===== config.mk =====
export PLATFORM = sky130hd
export DESIGN_NAME = shift_add_ctrl
export DESIGN_NICKNAME = d
export VERILOG_FILES = /design/src/rtl/shift_add_pkg.sv /design/src/rtl/shift_add_ctrl_counter.sv /design/src/rtl/shift_add_ctrl.sv
export SDC_FILE = /design/constraint.sdc
export NUM_CORES = 1
export LEC_CHECK = 0
export CAP_MARGIN = 5
export CORE_AREA = 2 2 39 41
export DETAILED_ROUTE_END_ITERATION = 10
export DIE_AREA = 0 0 41 43
export GPL_TIMING_DRIVEN = 0
export PLACE_DENSITY = 0.66
export SETUP_SLACK_MARGIN = 0.15
export SYNTH_ARGS = -nofsm -noshare
export SYNTH_HDL_FRONTEND = slang
export SYNTH_SLANG_ARGS = --single-unit

===== constraint.sdc =====
create_clock -name clk -period 2.4 [get_ports clk]
set_input_delay 0.36 -clock clk [delete_from_list [all_inputs] [get_ports clk]]
set_output_delay 0.36 -clock clk [all_outputs]
set_load 0.03 [all_outputs]

===== src/rtl/shift_add_pkg.sv =====
`default_nettype none
// ============================================================================
// Module      : shift_add_pkg
// Description : Shared types for the shift-add multiplier controller and its
//               datapath: FSM state encoding, datapath strobe bundle and the
//               bit-counter width helper.
// Revision    : 1.0 - initial release
// ============================================================================
package shift_add_pkg;

    // Default operand width used when the controller is not overridden.
    localparam int c_N_DEFAULT = 8;

    // Bit-counter width able to hold the value n (counter is loaded with N).
    function automatic int calc_cw(input int n);
        return $clog2(n + 1);
    endfunction

    typedef enum logic [2:0] {
        ST_IDLE  = 3'd0,
        ST_LOAD  = 3'd1,
        ST_CHECK = 3'd2,
        ST_ADD   = 3'd3,
        ST_SHIFT = 3'd4,
        ST_DONE  = 3'd5
    } shift_add_state_t;

    // Strobes consumed by the multiplier datapath.
    typedef struct packed {
        logic ld_regs;
        logic add_en;
        logic shift_en;
    } shift_add_ctrl_t;

endpackage
`default_nettype wire


===== src/rtl/shift_add_ctrl_counter.sv =====
`default_nettype none
// ============================================================================
// Module      : shift_add_ctrl_counter
// Description : Loadable saturating up/down counter used as the iteration
//               counter of the shift-add controller.
//   clk         in   clock
//   rst         in   asynchronous active-high reset (count clears to 0)
//   load_i      in   load data_in_i (priority over en_i)
//   data_in_i   in   N  load value
//   up_down_i   in   1 = count up, 0 = count down
//   en_i        in   count enable
//   data_out_o  out  N  current count
//   end_flag_o  out  count == 0
// Revision    : 1.0 - initial release
// ============================================================================
module shift_add_ctrl_counter #(
    parameter int N = 4
) (
    input  logic         clk,
    input  logic         rst,
    input  logic         load_i,
    input  logic [N-1:0] data_in_i,
    input  logic         up_down_i,
    input  logic         en_i,
    output logic [N-1:0] data_out_o,
    output logic         end_flag_o
);

    logic [N-1:0] count_q;
    logic [N-1:0] count_d;

    // Saturates at both ends: never wraps below 0 or above all-ones.
    always_comb begin
        count_d = count_q;
        if (load_i) begin
            count_d = data_in_i;
        end else if (en_i) begin
            if (up_down_i) begin
                if (count_q != '1) begin
                    count_d = count_q + N'(1);
                end
            end else if (count_q != '0) begin
                count_d = count_q - N'(1);
            end
        end
    end

    always_ff @(posedge clk or posedge rst) begin
        if (rst) begin
            count_q <= '0;
        end else begin
            count_q <= count_d;
        end
    end

    assign data_out_o = count_q;
    assign end_flag_o = (count_q == '0);

endmodule
`default_nettype wire


===== src/rtl/shift_add_ctrl.sv =====
`default_nettype none
// ============================================================================
// Module      : shift_add_ctrl
// Description : Sequencing controller for an N-bit shift-add multiplier.
//               Accepts start/ready requests, owns the iteration counter and
//               drives the datapath load / add / shift strobes.
//   clk          in   clock
//   rst          in   asynchronous active-high reset
//   start_i      in   request a multiplication (accepted only while ready)
//   abort_i      in   cancel the operation in flight (beats start)
//   q0_i         in   LSB of the datapath multiplier register
//   q_zero_i     in   datapath multiplier register is all zero
//   ready_o      out  controller idle
//   busy_o       out  operation in flight (inverse of ready_o)
//   done_o       out  one-cycle pulse, product valid in the datapath
//   ld_regs_o    out  load operands, clear accumulator
//   add_en_o     out  accumulator += multiplicand
//   shift_en_o   out  shift accumulator/multiplier pair right by one
//   bits_left_o  out  CW  current iteration count
// Configuration:
//   SHIFT_ADD_EARLY_EXIT_EN - when defined, CHECK finishes as soon as
//   q_zero_i is high; otherwise q_zero_i is ignored.
// Revision    : 1.0 - initial release
// ============================================================================
module shift_add_ctrl
    import shift_add_pkg::*;
#(
    parameter int N  = c_N_DEFAULT,
    parameter int CW = calc_cw(N)
) (
    input  logic          clk,
    input  logic          rst,
    input  logic          start_i,
    input  logic          abort_i,
    input  logic          q0_i,
    input  logic          q_zero_i,
    output logic          ready_o,
    output logic          busy_o,
    output logic          done_o,
    output logic          ld_regs_o,
    output logic          add_en_o,
    output logic          shift_en_o,
    output logic [CW-1:0] bits_left_o
);

    shift_add_state_t state_q;
    shift_add_state_t state_d;
    shift_add_ctrl_t  w_strb;
    logic             w_done;
    logic             w_cnt_load;
    logic             w_cnt_end;

`ifndef SHIFT_ADD_EARLY_EXIT_EN
    // Port kept for a uniform interface; unused without early exit.
    logic w_unused_q_zero;
    assign w_unused_q_zero = q_zero_i;
`endif

    always_ff @(posedge clk or posedge rst) begin
        if (rst) begin
            state_q <= ST_IDLE;
        end else begin
            state_q <= state_d;
        end
    end

    // Strobes depend on state only, so an async reset clears them at once.
    // The counter load is the one Mealy term (start accepted in IDLE).
    always_comb begin
        state_d    = state_q;
        w_strb     = '0;
        w_done     = 1'b0;
        w_cnt_load = 1'b0;
        case (state_q)
            ST_IDLE: begin
                if (start_i && !abort_i) begin
                    w_cnt_load = 1'b1;
                    state_d    = ST_LOAD;
                end
            end
            ST_LOAD: begin
                w_strb.ld_regs = 1'b1;
                state_d        = ST_CHECK;
            end
            ST_CHECK: begin
`ifdef SHIFT_ADD_EARLY_EXIT_EN
                if (q_zero_i) begin
                    state_d = ST_DONE;
                end else
`endif
                if (w_cnt_end) begin
                    state_d = ST_DONE;
                end else if (q0_i) begin
                    state_d = ST_ADD;
                end else begin
                    state_d = ST_SHIFT;
                end
            end
            ST_ADD: begin
                w_strb.add_en = 1'b1;
                state_d       = ST_SHIFT;
            end
            ST_SHIFT: begin
                w_strb.shift_en = 1'b1;
                state_d         = ST_CHECK;
            end
            ST_DONE: begin
                w_done  = 1'b1;
                state_d = ST_IDLE;
            end
            default: begin
                state_d = ST_IDLE;
            end
        endcase

        if (abort_i && (state_q != ST_IDLE)) begin
            state_d = ST_IDLE;
        end
    end

    // Down-counter: loaded with N on accept, decremented once per SHIFT.
    shift_add_ctrl_counter #(
        .N (CW)
    ) counter (
        .clk        (clk),
        .rst        (rst),
        .load_i     (w_cnt_load),
        .data_in_i  (CW'(N)),
        .up_down_i  (1'b0),
        .en_i       (state_q == ST_SHIFT),
        .data_out_o (bits_left_o),
        .end_flag_o (w_cnt_end)
    );

    assign ready_o    = (state_q == ST_IDLE);
    assign busy_o     = ~ready_o;
    assign done_o     = w_done;
    assign ld_regs_o  = w_strb.ld_regs;
    assign add_en_o   = w_strb.add_en;
    assign shift_en_o = w_strb.shift_en;

endmodule
`default_nettype wire

# Yosys cells after proc, flatten, opt, wreduce, memory -nomap -nowiden
# Cells that the tools add are included.
# Widths: inputs -> output; s select.
[op_classes] n_addsub=1 n_eq_ne=6 muxes=14 n_bitwise=1 reduce_logical=11
[ops] cell="$mux 3" n=4
[ops] cell="$mux 4" n=3
[ops] cell="$pmux 3 s4" n=1
[ops] cell="$eq 3x2->1 const B" n=2
[ops] cell="$eq 3x3->1 const B" n=2
[ops] cell="$mux 1" n=6
[ops] cell="$logic_not 4->1" n=1
[ops] cell="$reduce_bool 2->1" n=2
[ops] cell="$reduce_bool 4->1" n=1
[ops] cell="$sub 4x1->4 const B" n=1
[ops] cell="$eq 3x1->1 const B" n=1
[ops] cell="$logic_not 3->1" n=1
[ops] cell="$ne 3x1->1 const B" n=1
[ops] cell="$reduce_bool 3->1" n=1
[ops] cell="$logic_and 1x1->1" n=2
[ops] cell="$reduce_and 2->1" n=1
[ops] cell="$reduce_or 2->1" n=1
[ops] cell="$logic_not 1->1" n=1
[ops] cell="$not 1->1" n=1
[word_totals] ff_bits=7 input_bits=6 out_inout_bits=10 elab_cells=35

# Longest topological paths before layout
[logic_depth] ltp_word=6 depth_mapped=5 depth_no_buf=5

# Modules after synthesis
# From an unflattened synthesis, not the netlist that was laid out.
[hier_totals] hier_cells=60 hier_area_um2=551.8
[modules_own_cells] module="shift_add_ctrl_counter" n_inst=1 cells_per_inst=36 area_each_um2=337.8 seq_area_each_um2=100.1
[modules_own_cells] module="shift_add_ctrl" n_inst=1 cells_per_inst=24 area_each_um2=214.0 seq_area_each_um2=75.1

# Worst setup path before layout
# Ideal clock, no wire load.
[synth_path] path_kind="reg2reg" from="register counter.count_q[0] (netlist: counter.data_out_o[0])" to="register state_q[1]" arrival_time_ns=1.734 required_time_ns=2.306 path_slack_ns=0.572 path_stages_with_launch=6 synth_period_minus_slack_ns=1.828 cell_sequence="dfrtp_1 inv_1 ha_1 nor3b_1 or4_2 a211oi_1"
[synth_between] elab_chain_len=4
[synth_lines] element="from (decl)" line="shift_add_ctrl_counter.sv:29" source="logic [N-1:0] count_q;"
[synth_lines] element="from (signal assigned)" line="shift_add_ctrl_counter.sv:52" source="count_q <= count_d;"
[synth_lines] element="$logic_not 4->1" line="shift_add_ctrl_counter.sv:57" source="assign end_flag_o = (count_q == '0);"
[synth_lines] element="$mux 3" line="shift_add_ctrl.sv:91" source="if (w_cnt_end) begin"
[synth_lines] element="$pmux 3 s4" line="shift_add_ctrl.sv:74" source="case (state_q)"
[synth_lines] element="$mux 3" line="shift_add_ctrl.sv:116" source="if (abort_i && (state_q != ST_IDLE)) begin"
[synth_lines] element="to (signal assigned)" line="shift_add_ctrl.sv:63" source="state_q <= state_d;"
[synth_lines] element="to (decl)" line="shift_add_ctrl.sv:46" source="shift_add_state_t state_q;"
# Every way passes these cells.
# A chain may end at the register's enable or synchronous reset.

# Worst setup path after layout
[layout_path] from="register state_q[0]" to="output busy_o"
[layout_between] elab_chain_len=2
[layout_lines] element="$logic_not 3->1" line="shift_add_ctrl.sv:135" source="assign ready_o = (state_q == ST_IDLE);"
[layout_lines] element="$not 1->1" line="shift_add_ctrl.sv:136" source="assign busy_o = ~ready_o;"
[layout_lines] element="to (decl)" line="shift_add_ctrl.sv:38" source="output logic busy_o,"
# Every way passes these cells.

==> results.sh <==
export IMPL_drc_errors=0
export IMPL_die_y_um=43
export IMPL_post_dp_hpwl_um=684
export IMPL_synth_cell_types=25
export IMPL_vias_per_cell=5.18
export IMPL_cts_sinks=7
export IMPL_overflow=0
export IMPL_dieArea_mm2=0.00176
export IMPL_start_util=0.311
export IMPL_setup_viol_count_final=0
export IMPL_cp_data_arrival_time_ps=1830
export IMPL_syn2layout_area_growth_pct=42.7
export IMPL_synthTopCellsByCount="inv_1 (8), dfrtp_1 (7), a21oi_1 (4), nor2_1 (3), o21ai_0 (3)"
export IMPL_critPathMaxFanout=10
export IMPL_crit_required_ps=2040
export IMPL_cap_viol_max_count=0
export IMPL_grt_antenna_before_repair=0
export IMPL_fin_crit_sh=0.914
export IMPL_ff2ff_setup_slack_ps=660
export IMPL_skew_ps=7.53
export IMPL_hold_class="primary input to async pin"
export IMPL_synth_flop_cell="dfrtp_1"
export IMPL_power_density_mw_per_mm2=772
export IMPL_port_buffer_count=14
export IMPL_io_pin_count=16
export IMPL_fin_cells=82
export IMPL_layout_nets=74
export IMPL_ys_top_cells_by_area="dfrtp_1 (41%), inv_1 (7.0%), a21oi_1 (4.7%)"
export IMPL_place_congestion=0.685
export IMPL_syn_avg_cell_area_um2=8.97
export IMPL_layout_drive_gt1_share=0.167
export IMPL_ir_drop_mv=0.339
export IMPL_grtUsageTotal=0.134
export IMPL_design_area_um2=614
export IMPL_holdWs_ps=329
export IMPL_synth_most_common_cell="inv_1"
export IMPL_htreeDepth=1
export IMPL_cts_tree="done"
export IMPL_async_reset_ff_frac=1.00
export IMPL_grt_max_degree=11
export IMPL_root_buffer="clkbuf_4"
export IMPL_clock_path_buffers=2
export IMPL_grt_pass1_vias=356
export IMPL_drt_iter0_markers=9
export IMPL_finalHoldViolations=0
export IMPL_rr_worst_depth=4
export IMPL_p_leak_nw=0.275
export IMPL_cts_hold_fix_buffers=0
export IMPL_final_core_util=0.444
export IMPL_r2r_start="state_q[0]$_DFFE_PP0P_"
export IMPL_placed_cells=78
export IMPL_synth_fp_nets=55
export IMPL_first_pass_iters=4
export IMPL_cts_buffers_inserted=3
export IMPL_slew_viol_final=0
export IMPL_tightest_slew_ps=353
export IMPL_rows=14
export IMPL_power_total_mw=0.474
export IMPL_critical_path_class="flip-flop to output port"
export IMPL_worstSetupStartpoint="state_q[0]$_DFFE_PP0P_"
export IMPL_placed_cell_area_um2=591
export IMPL_detail_route_wl_per_cell_um=11.8
export IMPL_syn_inst=48
export IMPL_num_vias=425
export IMPL_max_clock_freq_mhz=456
export IMPL_fin_ws_ps=206
export IMPL_end_kind="output port"
export IMPL_pre_cts_slack_ps=309
export IMPL_start_kind="flip-flop"
export IMPL_clkSlewWorstSetupHoldPaths_ps=60
export IMPL_clk_latency_ps=260
export IMPL_ys_ff_latch=7
export IMPL_relSlewSlack=0.764
export IMPL_rsz0062_at_grt="no"
export IMPL_grt_pass1_wl_um=1520
export IMPL_period_needed_ps=2190
export IMPL_yosys_area_top_type_share=0.407
export IMPL_core_mm2=0.00138
export IMPL_status="finished clean"
export IMPL_antenna_cells=0
export IMPL_syn_area_um2=430
export IMPL_synth_edf_count=0
export IMPL_postRouteWirelength_um=971
export IMPL_fin_setup_tns_ps=0
export IMPL_synth_top_area_cell="dfrtp_1"
export IMPL_die_w_um=41
export IMPL_ant_nets=0
export IMPL_yosysWarnings=0
export IMPL_seq_area_frac_synth=0.407
state kept, by name, summed over array words and instances (netlist names):
signal and cells:
state_q 3, counter.data_out_o 4
logic make-up after synthesis:
family                   Yosys count  share of synthesized area
AO/OA/AOI/OAI                     12                      0.186
adder cells (fa/ha/maj)            1                     0.0291
buffers and inverters             10                     0.0988
flip-flops                         7                      0.407
AND/OR/NAND/NOR                   18                      0.279
power by group:
group          internal [mW]  switching (mW)  total, mW
sequential             0.138          0.0231      0.161
clock                 0.0637          0.0476      0.111
combinational         0.0879           0.114      0.202
total                  0.289           0.185      0.474
routing by layer:
metal,global-route usage,vias to the layer above,share of wire
met5,0,-,0
met4,0.100,0,0.031
met3,0.0314,3,0.091
met2,0.191,21,0.44
met1,0.167,194,0.44
li1,-,207,-
final timing paths:
kind                                                     end
max                                                   busy_o
min                                   state_q[0]$_DFFE_PP0P_
max reg2reg                counter.data_out_o[3]$_DFFE_PP0P_
min reg2reg                           state_q[0]$_DFFE_PP0P_
max in group asynchronous             state_q[1]$_DFFE_PP0P_
min in group clk                      state_q[0]$_DFFE_PP0P_
placed cells by master (no fill, tap or decap), types with 2 or more instances in the layout:
cell and n:
dfrtp_1 7, nor3b_1 2, nor2_1 3, a21oi_1 4, clkdlybuf4s50_1 12, clkbuf_4 3
o21ai_0 3, dlygate4sd2_1 2, inv_1 8, a311oi_1 2, or4_1 2
layout make-up:
cell class / count / area (um2)
flip-flops and latches: 7 / 175
inverters: 8 / 30.0
clock buffers: 4 / 26.3
plain buffers: 2 / 12.5
multi-input cells: 31 / 213
fillers: 141 / 769
well taps: 16 / 20.0
repair buffers: 14 / 138
repair_timing:
action	CTS	global route
endpoints found under the setup margin	2	0
setup buffers	0	0
resized for setup	2	0
worst max-delay path, stage by stage, from the launching register on:
cell and delay, ps:
dfrtp_1 350, buf_4 160, or3_2 460, clkdlybuf4s50_1 600
No activity file was read; power rests on OpenSTA's default activity.
